===== src/rtl/time_display_pkg.sv =====
// time_display_pkg: digit slot map and 7-segment codes (gfedcba, active-high) for the time display scanner.
package time_display_pkg;
    typedef logic [2:0] digit_idx_t;
    localparam digit_idx_t DIG_HT = 3'd0;
    localparam digit_idx_t DIG_HU = 3'd1;
    localparam digit_idx_t DIG_MT = 3'd2;
    localparam digit_idx_t DIG_MU = 3'd3;
    localparam digit_idx_t DIG_ST = 3'd4;
    localparam digit_idx_t DIG_SU = 3'd5;
    localparam logic [6:0] SEG_DIGIT [0:9] = '{7'h3F, 7'h06, 7'h5B, 7'h4F, 7'h66,
                                               7'h6D, 7'h7D, 7'h07, 7'h7F, 7'h6F};
    localparam logic [6:0] SEG_DASH = 7'h40;
    localparam logic [6:0] SEG_OFF  = 7'h00;
    function automatic logic [6:0] seg_of(input logic [3:0] d);
        return (d > 4'd9) ? SEG_OFF : SEG_DIGIT[d];
    endfunction
endpackage


===== src/rtl/time_display_scan_bin2bcd.sv =====
// bin2bcd_2digit: combinational 0..63 to two BCD digits by compare-subtract, with a field range flag.
module bin2bcd_2digit (
    input  logic [5:0] i_value,
    input  logic [5:0] i_limit,
    output logic [3:0] o_tens,
    output logic [3:0] o_units,
    output logic       o_oor
);
    logic [5:0] w_r1, w_r2;
    always_comb begin
        w_r1    = (i_value >= 6'd40) ? i_value - 6'd40 : i_value;
        w_r2    = (w_r1 >= 6'd20) ? w_r1 - 6'd20 : w_r1;
        o_tens  = {1'b0, i_value >= 6'd40, w_r1 >= 6'd20, w_r2 >= 6'd10};
        o_units = 4'((w_r2 >= 6'd10) ? w_r2 - 6'd10 : w_r2);
        o_oor   = i_value >= i_limit;
    end
endmodule


===== src/rtl/time_display_scan.sv =====
// time_display_scan: multiplexed 6-digit HH.MM.SS 7-segment driver with per-frame time snapshot.
// Optional ALARM_BLINK_EN: blinks the whole display while the snapshot buzzer flag is set.
module time_display_scan
    import time_display_pkg::*;
#(
    parameter int REFRESH_DIV  = 100000,
    parameter int BLINK_FRAMES = 64,
    parameter int ACTIVE_LOW   = 1
) (
    input  logic       clk,
    input  logic       reset,
    input  logic [4:0] hours,
    input  logic [5:0] mins,
    input  logic [5:0] secs,
    input  logic       buzzer,
    output logic [6:0] seg,
    output logic       dp,
    output logic [5:0] an
);
    localparam int CW = $clog2(REFRESH_DIV);
    logic [CW-1:0] r_cnt;
    digit_idx_t    r_idx;
    logic [4:0]    r_hours;
    logic [5:0]    r_mins, r_secs;
    logic [6:0]    r_seg;
    logic          r_dp;
    logic [5:0]    r_an;
    logic          w_tick, w_wrap, w_on, w_dash, w_dp;
    logic          w_h_oor, w_m_oor, w_s_oor;
    logic [3:0]    w_ht, w_hu, w_mt, w_mu, w_st, w_su, w_bcd;
    logic [6:0]    w_code;

    bin2bcd_2digit u_hours (.i_value({1'b0, r_hours}), .i_limit(6'd24), .o_tens(w_ht), .o_units(w_hu), .o_oor(w_h_oor));
    bin2bcd_2digit u_mins  (.i_value(r_mins), .i_limit(6'd60), .o_tens(w_mt), .o_units(w_mu), .o_oor(w_m_oor));
    bin2bcd_2digit u_secs  (.i_value(r_secs), .i_limit(6'd60), .o_tens(w_st), .o_units(w_su), .o_oor(w_s_oor));

    assign w_tick = r_cnt == CW'(REFRESH_DIV - 1);
    assign w_wrap = w_tick && r_idx == DIG_SU;
    assign w_dp   = r_idx == DIG_HU || r_idx == DIG_MU;

    always_comb begin
        w_bcd  = 4'd0;
        w_dash = 1'b0;
        case (r_idx)
            DIG_HT:  begin w_bcd = w_ht; w_dash = w_h_oor; end
            DIG_HU:  begin w_bcd = w_hu; w_dash = w_h_oor; end
            DIG_MT:  begin w_bcd = w_mt; w_dash = w_m_oor; end
            DIG_MU:  begin w_bcd = w_mu; w_dash = w_m_oor; end
            DIG_ST:  begin w_bcd = w_st; w_dash = w_s_oor; end
            DIG_SU:  begin w_bcd = w_su; w_dash = w_s_oor; end
            default: w_bcd = 4'hF;
        endcase
        w_code = w_dash ? SEG_DASH : seg_of(w_bcd);
    end

    // The tick loads the current slot's digit; the enable drops one cycle before the next tick.
    always_ff @(posedge clk or posedge reset) begin
        if (reset) begin
            r_cnt   <= '0;
            r_idx   <= DIG_HT;
            r_hours <= '0;
            r_mins  <= '0;
            r_secs  <= '0;
            r_seg   <= SEG_OFF;
            r_dp    <= 1'b0;
            r_an    <= '0;
        end else begin
            r_cnt <= w_tick ? '0 : r_cnt + CW'(1);
            if (w_tick) begin
                r_idx <= (r_idx >= DIG_SU) ? DIG_HT : r_idx + 3'd1;
                r_seg <= w_code;
                r_dp  <= w_dp;
                r_an  <= w_on ? 6'(1) << r_idx : '0;
            end else if (r_cnt == CW'(REFRESH_DIV - 2)) begin
                r_an  <= '0;
            end
            if (w_wrap) begin
                r_hours <= hours;
                r_mins  <= mins;
                r_secs  <= secs;
            end
        end
    end

`ifdef ALARM_BLINK_EN
    localparam int FW = $clog2(BLINK_FRAMES) + 1;
    logic [FW-1:0] r_fcnt;
    logic          r_phase;
    always_ff @(posedge clk or posedge reset) begin
        if (reset) begin
            r_fcnt  <= '0;
            r_phase <= 1'b1;
        end else if (w_wrap) begin
            if (!buzzer) begin
                r_fcnt  <= '0;
                r_phase <= 1'b1;
            end else if (r_fcnt == FW'(BLINK_FRAMES - 1)) begin
                r_fcnt  <= '0;
                r_phase <= ~r_phase;
            end else begin
                r_fcnt  <= r_fcnt + FW'(1);
            end
        end
    end
    assign w_on = r_phase;
`else
    logic w_unused_blink;
    assign w_unused_blink = buzzer | (BLINK_FRAMES < 1);
    assign w_on = 1'b1;
`endif

    assign seg = (ACTIVE_LOW != 0) ? ~r_seg : r_seg;
    assign dp  = (ACTIVE_LOW != 0) ? ~r_dp  : r_dp;
    assign an  = (ACTIVE_LOW != 0) ? ~r_an  : r_an;
endmodule


===== config.mk =====
export PLATFORM = sky130hd
export DESIGN_NAME = time_display_scan
export DESIGN_NICKNAME = d
export VERILOG_FILES = /design/src/rtl/time_display_pkg.sv /design/src/rtl/time_display_scan_bin2bcd.sv /design/src/rtl/time_display_scan.sv
export SDC_FILE = /design/constraint.sdc
export NUM_CORES = 1
export LEC_CHECK = 0
export ABC_AREA = 1
export BUFFER_PORTS_ARGS = -buffer_cell sky130_fd_sc_hd__buf_2
export CORE_AREA = 2 2 79 81
export CTS_CLUSTER_SIZE = 16
export DETAILED_ROUTE_END_ITERATION = 6
export DIE_AREA = 0 0 81 83
export GPL_ROUTABILITY_DRIVEN = 0
export PLACE_DENSITY = 0.79
export SETUP_SLACK_MARGIN = 0.3
export SLEW_MARGIN = 15
export SYNTH_ARGS = -nofsm -noshare
export SYNTH_HDL_FRONTEND = slang
export SYNTH_SLANG_ARGS = --single-unit
export TNS_END_PERCENT = 50

===== constraint.sdc =====
create_clock -name clk -period 3.8 [get_ports clk]
set_clock_uncertainty 0.2 [all_clocks]
set_input_delay 0.76 -clock clk [delete_from_list [all_inputs] [get_ports clk]]
set_output_delay 0.76 -clock clk [all_outputs]
set_load 0.02 [all_outputs]

==> results of run 1 <==
## stage by stage
step | cell area [sq um] | hold slack (ps) | util [%] | setup WS (ps)
after detailed placement | 3650 | 270 | 62.8 | 391
after global placement | 3650 | 265 | 62.8 | 497
final | 3930 | 289 | 67.6 | 493
after CTS | 3760 | 291 | 64.6 | 365
after global routing | 3930 | 308 | 67.6 | 227
after floorplan | 3420 | 242 | - | 742
## timing repair
| action | in CTS | in global routing |
|---|---|---|
| resized for setup | 0 | 20 |
| setup endpoints to repair | 0 | 7 |
| hold endpoints to repair | 0 | 0 |
| buffers inserted | 0 | 15 |
## worst paths after layout
check                      slack, ps         to  cells past startpoint  startpoint
setup / recovery                 490   r_seg[3]                     24   r_secs[3]
hold / removal                   290   r_seg[5]                      2    r_seg[5]
setup reg to reg                 490   r_seg[3]                     24   r_secs[3]
hold reg to reg                  290   r_seg[5]                      2    r_seg[5]
max in group asynchronous       2430  r_mins[4]                      2       reset
min in group asynchronous        390   r_seg[1]                      2       reset
## power by group through the flow
stage	combinational [uW]	clock, uW	sequential (uW)
floorplan	131	0	570
global placement	156	0	573
detailed placement	163	0	574
CTS	164	357	563
global route	217	381	565
finish	191	348	563
## tightest hold or removal path: stages (launching register included)
cell     delay (ps)
dfrtp_1         350
nand2_1          60
o21ai_2          50
## metal layers
metal	up-vias	wire [um]	part of all wire (%)	track usage, %
met3	11	201	2.9	3.80
met5	-	0	0	0
met2	43	3540	51	37.3
met4	0	101	1.5	6.78
li1	1509	-	-	-
met1	1320	3130	45	26.5
## layout by cell type (no fill, tap or decap), types with 2 or more instances in the layout
| master | netlist | layout |
|---|---|---|
| buf_2 | 1 | 32 |
| o211ai_1 | 4 | 4 |
| o22ai_1 | 3 | 3 |
| o21ai_2 | 5 | 5 |
| mux2_2 | 17 | 17 |
| o21ai_0 | 9 | 9 |
| nor2_1 | 29 | 28 |
| nor3_1 | 3 | 3 |
| clkbuf_8 | 0 | 7 |
| ha_1 | 21 | 21 |
| o21ai_1 | 8 | 8 |
| nor2_4 | 2 | 3 |
| nand2_4 | 4 | 3 |
| xor2_1 | 3 | 3 |
| nand3b_1 | 2 | 2 |
| nand4_1 | 6 | 6 |
| and2_4 | 0 | 2 |
| dfrtp_1 | 51 | 50 |
| nand2_1 | 90 | 83 |
| nand3_2 | 5 | 8 |
| buf_4 | 0 | 15 |
| nand2_2 | 7 | 14 |
| a21oi_1 | 20 | 18 |
| inv_2 | 12 | 14 |
| o2111ai_1 | 3 | 3 |
| a32o_1 | 2 | 2 |
| a21oi_2 | 0 | 2 |
| inv_1 | 87 | 84 |
| nand3_1 | 30 | 27 |
| nor2_2 | 4 | 4 |
## registers in the layout, indices dropped and copies added (netlist names)
| signal | flops |
|---|---|
| r_an | 6 |
| r_cnt | 17 |
| r_dp | 1 |
| r_hours | 5 |
| r_idx | 3 |
| r_mins | 6 |
| r_secs | 6 |
| r_seg | 7 |
## cell families (layout without fill, tap and decap cells)
family,after synthesis,after routing
XOR/XNOR,4,4
buffers and inverters,102,154
AO/OA/AOI/OAI,59,59
multiplexers,17,17
adder cells (fa/ha/maj),21,21
AND/OR/NAND/NOR,189,189
flip-flops,51,51
## area by class of cell
cell class / instances / area, sq um / share of cell area, %
Multi-Input combinational cell: 290 / 1810 / 46.1
Sequential cell: 51 / 1280 / 32.5
Inverter: 99 / 373 / 9.48
Timing Repair Buffer: 47 / 273 / 6.93
Clock buffer: 7 / 96.3 / 2.45
Tap cell: 75 / 93.8 / 2.39
Clock inverter: 1 / 7.51 / 0.191
==> run_results.csv, run 1 <==
group,metric,value,unit
finish,n_antenna_cell,0,
clock_tree,clockBufferDepth,2,
route,vias,2883,
finish,syn2layout_area_growth,15.0,%
logic_synthesis,synthesis.area,3420,sq um
logic_synthesis,synth_ff_type,"dfrtp_1",
route,ant_nets,0,
clock_tree,cts-htree-levels,2,
place,placed_cells,547,
global_routing,grt_pass1_vias,2735,
logic_synthesis,netlist_instances,443,
floorplanning,die_w,81,um
global_routing,antenna_found_initial,0,
logic_synthesis,synth_edf_count,0,
sta,finalHoldViolations,0,
logic_synthesis,yosys.area.top_type_share,37.3,%
worst_setup_path,critPathTopFamily,"simple AND/OR/NAND/NOR gates",
floorplanning,dieHeight,83,um
floorplanning,start_util,58.8,%
power,ir_worst_vdd,0.000191,V
power,total_power,1100,uW
logic_synthesis,postSynthAreaPerCell,7.72,sq um
clock_tree,clkTransAtPathRegs,100,ps
job,drv_cap,0,
sta,post-route-period-util,87.0,%
floorplanning,io_pins,34,
power,pwr-share-comb,17.3,%
logic_synthesis,yosysWarnings,0,
sta,clock.fmax,302,MHz
route,drc,0,
power,p_leak,0.00208,uW
global_routing,overflow,0,
sta,setup_viol,0,
place,io_buffers,32,
worst_setup_path,cpPeakStageDelay,410,ps
global_routing,grt_pass1_wl,11.6,mm
route,drt_first_pass_iters,4,
logic_synthesis,synth_cell_types,40,
global_routing,grt_max_degree,52,
worst_setup_path,crit_top_cell,"nand2_1",
finish,layout-drive-gt1-share,26.7,%
logic_synthesis,synth_most_common_cell,"nand2_1",
clock_tree,clockRootBuffer,"clkbuf_8",
route,routed_via_density,5.06,
logic_synthesis,synth_top_area_cell,"dfrtp_1",
finish,final_nets,535,
sta,finalSetupTns,0,ps
logic_synthesis,yosys-top-cells-count,"nand2_1 (90), inv_1 (87), dfrtp_1 (51)",
power,intPower,798,uW
worst_setup_path,endpoint_kind,"flip-flop",
global_routing,gr-usage-all-layers,21.5,%
worst_setup_path,worstSetupPathType,"reg2reg",
route,drt_iter0_drc,141,
finish,layout.cells.non_filler,570,
run_status,status,"finished clean",
logic_synthesis,async_flop_share,100,%
route,totalWireLength,6.96,mm
clock_tree,cts_tree,"built",
logic_synthesis,synth_seq_cells,51,
clock_tree,cts_buffers,5,
worst_setup_path,worstPathArrival,3310,ps
clock_tree,hold_buffers,0,
worst_setup_path,crit_path_cell_trace,"inv_1 > ha_1 > nand2_1 > nand2_1 > inv_2 > nand2_1 > nand2_1 > nand2_1 > and2_4 > ha_1 > a21oi_1 > nand3_1 > nand2_2 > nand2_2 > nand2_1 > nand3_2 > nand3_2 > inv_1 > ha_1 > inv_1 > nand2_1 > inv_1 > nor2_2 > o21ai_2",
sta,fin_crit,3310,ps
worst_setup_path,required,3810,ps
worst_setup_path,critPathSlowestCell,"dfrtp_1",
worst_setup_path,cp_num_buf_inv,5,
logic_synthesis,synth_fp_nets,484,
logic_synthesis,synth-simple-area-share,26.3,%
clock_tree,clkLatencyLatePin,310,ps
logic_synthesis,synth_compound_area_share,10.6,%
sta,slew_violations,0,
sta,relSlewSlack,42.3,%
logic_synthesis,synth_top_family_by_area,"simple AND/OR/NAND/NOR gates",
route,routedWlPerCell,12.2,um
power,p_clk_share,31.6,%
logic_synthesis,synth_mux_area_share,5.60,%
power,power.share.switching,27.7,%
power,powerDensity,280,nW/um^2
finish,fillers,502,
place,dp_hpwl,5.07,mm
clock_tree,clock-sinks,51,
floorplanning,rows,28,
logic_synthesis,synth_xor_area_share,1.02,%
floorplanning,core_area,5820,sq um
logic_synthesis,synth_area_leaders,"dfrtp_1 (37%), nand2_1 (9.9%), inv_1 (9.5%)",
worst_setup_path,critical_path.max_fanout,4,
hold_path,hold_path.class,"reg2reg",
sta,tightest_slew,865,ps
logic_synthesis,ys_seq_area_share,37.3,%
sta,rsz0062_at_grt,"true",
power,seq_power_share,51.1,%
floorplanning,dieArea,6720,sq um
logic_synthesis,synthAdderAreaFrac,7.68,%
worst_setup_path,crit_path_start_kind,"flip-flop",
power,p_switching,305,uW
Note: power is estimated with default switching activity, not from simulation.
==> run 2, diff against run 1 <==
- MAX_ROUTING_LAYER: unset -> met4
==> run 2 against run 1 <==
  * Wire length about the same
  * Power about the same
  * Via count unchanged
  * Critical path depth stayed put
  * Sequential share of layout area unchanged
  * Setup slack about the same
  * Hold slack unchanged
  * Fmax hardly changed
==> run_results.csv, run 2 (synthesis gave the netlist of run 1 again) <==
group,metric,value,unit
power,total_power,1100,uW
hold_path,hold_path.class,"reg2reg",
floorplanning,io_pins,34,
sta,tightest_slew,865,ps
route,vias,2883,
sta,fin_ws,493,ps
sta,slew_violations,0,
sta,rsz0062_at_grt,"true",
route,drt_first_pass_iters,4,
finish,mostFrequentLayoutCells,"inv_1 (84), nand2_1 (83), dfrtp_1 (50)",
global_routing,overflow,0,
finish,top_regs,"r_cnt x17, r_seg x7",
finish,layout-drive-gt1-share,26.7,%
sta,post-route-period-util,87.0,%
clock_tree,cts_tree,"built",
route,totalWireLength,6.97,mm
floorplanning,dieHeight,83,um
floorplanning,die_w,81,um
clock_tree,hold_buffers,0,
clock_tree,cts_buffers,5,
power,ir_worst_vdd,0.000191,V
worst_setup_path,endpoint_kind,"flip-flop",
finish,final_area,3930,sq um
power,powerDensity,280,nW/um^2
route,ant_nets,0,
worst_setup_path,worstSetupPathType,"reg2reg",
floorplanning,start_util,58.8,%
finish,largest_reg_flops,17,
clock_tree,clockRootBuffer,"clkbuf_8",
worst_setup_path,worstPathArrival,3310,ps
finish,top_register,"r_cnt",
global_routing,grt_pass1_vias,2736,
sta,clock.fmax,302,MHz
route,routedWlPerCell,12.2,um
sta,setup_viol,0,
sta,finalSetupTns,0,ps
clock_tree,clockBufferDepth,2,
floorplanning,rows,28,
worst_setup_path,crit_path_start_kind,"flip-flop",
route,drc,0,
worst_setup_path,required,3810,ps
route,drt_iter0_drc,138,
clock_tree,cts-htree-levels,2,
global_routing,gr-usage-all-layers,22.0,%
route,routed_via_density,5.06,
place,pre_cts_slack,391,ps
finish,final_nets,535,
worst_setup_path,critical_path.max_fanout,4,
clock_tree,clkLatencyLatePin,310,ps
finish,final_common_cell,"inv_1",
finish,syn2layout_area_growth,15.0,%
sta,relSlewSlack,42.3,%
job,drv_cap,0,
finish,n_antenna_cell,0,
sta,finalHoldViolations,0,
clock_tree,clkTransAtPathRegs,100,ps
place,placed_area,3650,sq um
sta,fin_crit,3310,ps
place,io_buffers,32,
finish,utilization,67.6,%
global_routing,grt_pass1_wl,11.6,mm
clock_tree,clock-sinks,51,
run_status,status,"finished clean",
global_routing,antenna_found_initial,0,
floorplanning,core_area,5820,sq um
global_routing,grt_max_degree,52,
place,dp_hpwl,5.07,mm
floorplanning,dieArea,6720,sq um
power,p_leak,0.00208,uW
==> run 2: cell counts in the layout (fill, tap and decap cells not counted) <==
Identical to the previous run, type by type.
==> run 2: routing by layer <==
metal	track usage, %	routed length [um]	vias up
met5	-	0	-
met4	6.78	102	0
met3	3.80	201	11
met2	37.3	3540	43
met1	26.5	3130	1320
li1	-	-	1509
==> run 2: repair_timing <==
| action | CTS | global route |
|---|---|---|
| endpoints found under the setup margin | 0 | 7 |
| resized for setup | 0 | 20 |
| setup buffers | 0 | 15 |
==> run 2: worst max-delay path, stage by stage, from the launching register on <==
cell,delay (ps)
dfrtp_1,410
inv_1,80
ha_1,290
nand2_1,60
nand2_1,80
inv_2,70
nand2_1,80
nand2_1,110
nand2_1,70
and2_4,150
ha_1,170
a21oi_1,150
nand3_1,110
nand2_2,100
nand2_2,80
nand2_1,80
nand3_2,80
nand3_2,120
inv_1,90
ha_1,280
inv_1,40
nand2_1,70
inv_1,70
nor2_2,110
o21ai_2,60
==> run 2: metrics by stage <==
step,hold WS [ps],instances
after floorplan,242,443
after detailed placement,270,547
after CTS,291,555
after global routing,308,570
final,289,570
after global placement,265,547
==> run 2: final timing paths <==
| kind | startpoint | end | slack (ps) | depth (start not counted) |
|---|---|---|---|---|
| min reg2reg | r_seg[5] | r_seg[5] | 290 | 2 |
| max in group asynchronous | reset | r_mins[4] | 2430 | 2 |
| min in group asynchronous | reset | r_seg[1] | 390 | 2 |
| max | r_secs[3] | r_seg[3] | 490 | 24 |
| max reg2reg | r_secs[3] | r_seg[3] | 490 | 24 |
| min | r_seg[5] | r_seg[5] | 290 | 2 |
==> run 2: final cells by class <==
type                       instances  area, sq um
sequential                        51         1280
inverter                          99          373
multi-input combinational        290         1810
timing repair buffer              47          273
clock inverter                     1         7.51
tap                               75         93.8
clock buffer                       7         96.3
fill                             502         1880
==> run 2: power breakdown <==
| part | internal [uW] | switching [uW] | total, uW |
|---|---|---|---|
| sequential | 552 | 11.7 | 563 |
| combinational | 80.3 | 111 | 191 |
| clock | 166 | 182 | 348 |
